<file path="src/rtl/punc_mem_arbiter.sv">
// punc_mem_arbiter: shares the PUnC memory port between the CPU and a debug loader
module punc_mem_arbiter #(
   parameter int ADDR_W    = 16,
   parameter int DATA_W    = 16,
   parameter int BURST_MAX = 4
) (
   input  logic              clk,
   input  logic              rst,
   input  logic              cpu_req,
   input  logic              cpu_lock,
   input  logic              cpu_we,
   input  logic [ADDR_W-1:0] cpu_addr,
   input  logic [DATA_W-1:0] cpu_wdata,
   output logic              cpu_gnt,
   output logic              cpu_stall,
   output logic              cpu_rvalid,
   output logic [DATA_W-1:0] cpu_rdata,
   input  logic              dbg_req,
   input  logic              dbg_we,
   input  logic [ADDR_W-1:0] dbg_addr,
   input  logic [DATA_W-1:0] dbg_wdata,
   output logic              dbg_gnt,
   output logic              dbg_rvalid,
   output logic [DATA_W-1:0] dbg_rdata,
   output logic [ADDR_W-1:0] mem_addr,
   output logic              mem_we,
   output logic [DATA_W-1:0] mem_wdata,
   input  logic [DATA_W-1:0] mem_rdata
);
   typedef enum logic [1:0] {IDLE, CPU_OWN, DBG_OWN, CPU_LOCKED} state_t;
   localparam logic [3:0] BMAX = 4'(BURST_MAX);
   state_t     state, state_nxt;
   logic [3:0] burst_cnt, burst_nxt;
   // grant decision, memory mux, next owner and burst count; reset forces the idle mux at once
   always_comb begin
      cpu_gnt   = 1'b0;
      dbg_gnt   = 1'b0;
      mem_addr  = '0;
      mem_we    = 1'b0;
      mem_wdata = '0;
      state_nxt = IDLE;
      burst_nxt = burst_cnt;
      if (!rst) begin
         cpu_gnt = cpu_req && (state == CPU_LOCKED || !dbg_req || burst_cnt != BMAX);
         dbg_gnt = dbg_req && !cpu_gnt && state != CPU_LOCKED;
      end
      if (cpu_gnt) begin
         mem_addr  = cpu_addr;
         mem_we    = cpu_we;
         mem_wdata = cpu_wdata;
         state_nxt = cpu_lock ? CPU_LOCKED : CPU_OWN;
      end else if (dbg_gnt) begin
         mem_addr  = dbg_addr;
         mem_we    = dbg_we;
         mem_wdata = dbg_wdata;
         state_nxt = DBG_OWN;
      end
      if (!dbg_req || dbg_gnt) burst_nxt = '0;
      else if (cpu_gnt && burst_cnt != BMAX) burst_nxt = burst_cnt + 4'd1;
   end
   assign cpu_stall = cpu_req && !cpu_gnt;
   // owner of the previous cycle and consecutive CPU wins against a waiting debug request
   always_ff @(posedge clk or posedge rst) begin
      if (rst) begin
         state     <= IDLE;
         burst_cnt <= '0;
      end else begin
         state     <= state_nxt;
         burst_cnt <= burst_nxt;
      end
   end
   // read data returns to the winner one cycle after its read grant
   always_ff @(posedge clk or posedge rst) begin
      if (rst) begin
         cpu_rvalid <= 1'b0;
         dbg_rvalid <= 1'b0;
         cpu_rdata  <= '0;
         dbg_rdata  <= '0;
      end else begin
         cpu_rvalid <= cpu_gnt && !cpu_we;
         dbg_rvalid <= dbg_gnt && !dbg_we;
         if (cpu_gnt && !cpu_we) cpu_rdata <= mem_rdata;
         if (dbg_gnt && !dbg_we) dbg_rdata <= mem_rdata;
      end
   end
endmodule

</file>
<file path="config.mk">
export PLATFORM = sky130hd
export DESIGN_NAME = punc_mem_arbiter
export DESIGN_NICKNAME = d
export VERILOG_FILES = /design/src/rtl/punc_mem_arbiter.sv
export SDC_FILE = /design/constraint.sdc
export NUM_CORES = 1
export LEC_CHECK = 0
export CORE_MARGIN = 4
export CORE_UTILIZATION = 30
export DETAILED_ROUTE_END_ITERATION = 8
export PLACE_DENSITY = 0.66
export SYNTH_ARGS = -nofsm -noshare
export SYNTH_HDL_FRONTEND = slang
export SYNTH_SLANG_ARGS = --single-unit
</file>
<file path="constraint.sdc">
create_clock -name clk -period 3.3 [get_ports clk]
set_clock_uncertainty 0.2 [all_clocks]
set_input_delay 0.66 -clock clk [delete_from_list [all_inputs] [get_ports clk]]
set_output_delay 0.66 -clock clk [all_outputs]
set_load 0.01 [all_outputs]
</file>
==> out/metrics.cfg <==
[route]
vias_per_cell = 5.29
first_iter_violations = 83
drc_errors = 0
wl_per_cell_um = 18.3
drtPass1Iterations = 4
ant_nets = 0
vias = 2624
wirelength_um = 9060

[setup_path]
max_stage_delay_ps = 560
worst-path-buf-inv = 3
path_class = input pin to output port
cp_data_arrival_time_ps = 2440
required_ps = 2440
path_max_fanout = 14
cp_slowest_cell = clkdlybuf4s50_1
end_kind = output port
worst_path_most_repeated_cell = clkdlybuf4s50_1
crit_family = buffers and inverters
cp-start-kind = input pin
path_cells = clkdlybuf4s50_1, a21boi_4, buf_12, o211ai_1, a21oi_1, clkdlybuf4s50_1

[floorplan]
die_w_um = 98.3
fp.coreArea_sq_um = 7810
io_pins = 157
die_area_sq_um = 9660
fp.dieH_um = 98.3
row_count = 32
start_util_pct = 31.3

[finish]
syn_to_final_growth_pct = 81.5
diodes = 0
drive_gt1_share_pct = 16.8
instances_no_fill = 496
fin_nets = 482
stdcell_area_sq_um = 4440

[placement]
place_congestion = 0.873
placed_area_sq_um = 4200
hpwl_um = 6510
place_inst = 486
port-buffer-count = 156

[synthesis]
synth_top_family_by_area = compound AO/OA/AOI/OAI gates
async_flop_share_pct = 100
muxShareOfSynthArea_pct = 16.1
yosys.area_share.adder_pct = 1.02
ys_warn_count = 0
synth_top_area_share_pct = 40.9
yosysSeqAreaShare_pct = 40.9
synthCells = 237
syn-cell-area_sq_um = 2440
synth_common_cells = o211ai_1, dfrtp_1, a21oi_1
avgSynthCellArea_sq_um = 10.3
ys_types = 28
synth-simple-area-share_pct = 2.66
synth_xor_xnor_area_share_pct = 0
synthMostInstantiatedCell = o211ai_1
synth_ff_type = dfrtp_1
synth_compound_area_share_pct = 32.7
synth_top_area_cell = dfrtp_1
synth_edf_count = 0
ys_ff_latch = 40
synth_area_leaders = dfrtp_1, o211ai_1, mux2_2
synth_fp_nets = 326

[outcome]
outcome = finished clean

[clock_network]
clockBufferDepth = 2
numCtsBuffers = 5
clk_pin_slew_ps = 80
cts_tree = done
clock_latency_ps = 290
htree_levels = 2
postCtsHoldBufs = 0
root_buffer = clkbuf_8
cts_sinks = 40

[sta]
slew_violations = 0
whs_ps = 308
fmax_mhz = 303
finalCritPeriodShare_pct = 99.9
relSlewSlack_pct = 50.2
hold_viol_final = 0
tightest_slew_ps = 747
fin_setup_tns_ps = 0
period_needed_ps = 3300
setup_viol = 0

[flow_run]
max_cap_viol_count = 0

[worst_hold_path]
hold_path.class = flop to flop

[global_routing]
grt_util_all_layers_pct = 17.6
grt_pass1_wl_um = 14100
antenna_found_initial = 0
grt_max_degree = 41
gr-total-overflow = 0
grt_pass1_vias = 2661

[power_and_ir_drop]
pwr_density_cell_nw_per_um2 = 375
ir_drop_mv = 0.376
total_leakage_power_uw = 0.00202

[per-layer routing]
| metal | share of wire (%) | up-vias | wire [um] | global-route usage, % |
|---|---|---|---|---|
| li1 | - | 1232 | - | - |
| met1 | 41 | 1252 | 3680 | 22.3 |
| met2 | 47 | 131 | 4240 | 28.4 |
| met3 | 11 | 9 | 1040 | 7.29 |
| met4 | 1.0 | 0 | 93 | 3.68 |
| met5 | 0 | - | 0 | 0 |
[repair_timing]
action                                  4_1_cts  5_1_grt
buffers inserted                              0        1
resized for setup                             7       27
gates cloned                                  0        1
endpoints found under the setup margin       29       29
[path summary, 6_finish.rpt]
check,start,to,slack [ps],depth (start not counted)
worst max register to register,burst_cnt[0],cpu_rdata[12],840,5
min in group asynchronous,rst,dbg_rdata[14],970,4
worst min register to register,cpu_rdata[3],cpu_rdata[3],310,1
max in group asynchronous,rst,cpu_rdata[13],1580,4
worst min-delay path,cpu_rdata[3],cpu_rdata[3],310,1
worst max-delay path,dbg_req,mem_addr[3],5,6
[power breakdown]
| part | switching [uW] | leakage, uW | internal, uW |
|---|---|---|---|
| Combinational | 227 | 0.00147 | 389 |
| Sequential | 47.0 | 0.000490 | 576 |
| Clock | 177 | 0.0000614 | 247 |
[flip-flops by register name (all words and copies together) (netlist names)]
signal      flops
burst_cnt       4
cpu_rdata      16
cpu_rvalid      1
dbg_rdata      16
dbg_rvalid      1
state           2
[stage by stage]
stage / total power, uW / worst slack (ps) / util, %
global placement: 1240 / -29.4 / 53.8
finish: 1660 / 4.92 / 56.8
global route: 1760 / -66.8 / 56.8
detailed placement: 1240 / -59.1 / 53.8
floorplan: 860 / 719 / -
CTS: 1690 / 12.6 / 55.5
[logic make-up (layout without fill, tap and decap cells)]
kind of cell / count (synthesis) / count (layout)
buffers and inverters: 36 / 193
and+or+nand+nor: 11 / 11
adders and majority gates: 2 / 2
AOI/OAI and AO/OA: 116 / 116
muxes: 32 / 32
DFF: 40 / 40
[final cells by class]
class,instances,area [sq um]
clock buffers,6,82.6
flip-flops and latches,40,1000
inverters,7,26.3
multi-input cells,161,1300
clock inverters,2,38.8
well taps,102,128
repair buffers,178,1860
fillers,684,3370
[placed cells by master, fill, tap and decap left out, drive strengths merged, types with 3 or more instances in the layout]
| cell type | instances |
|---|---|
| a21oi | 37 |
| clkdlybuf4s50 | 130 |
| o211ai | 66 |
| dfrtp | 40 |
| dlymetal6s2s | 23 |
| dlygate4sd2 | 3 |
| clkbuf | 7 |
| inv | 6 |
| a211oi | 4 |
| mux2 | 32 |
| o21ai | 4 |
| buf | 21 |
| nand3 | 3 |
[worst reg2reg max path, stage by stage (launching register included)]
cell     delay [ps]
dfrtp_1         420
inv_1            90
ha_1            210
and3b_2         350
a211o_1         660
mux2_2          420
Power figures use the tool's default switching activity.
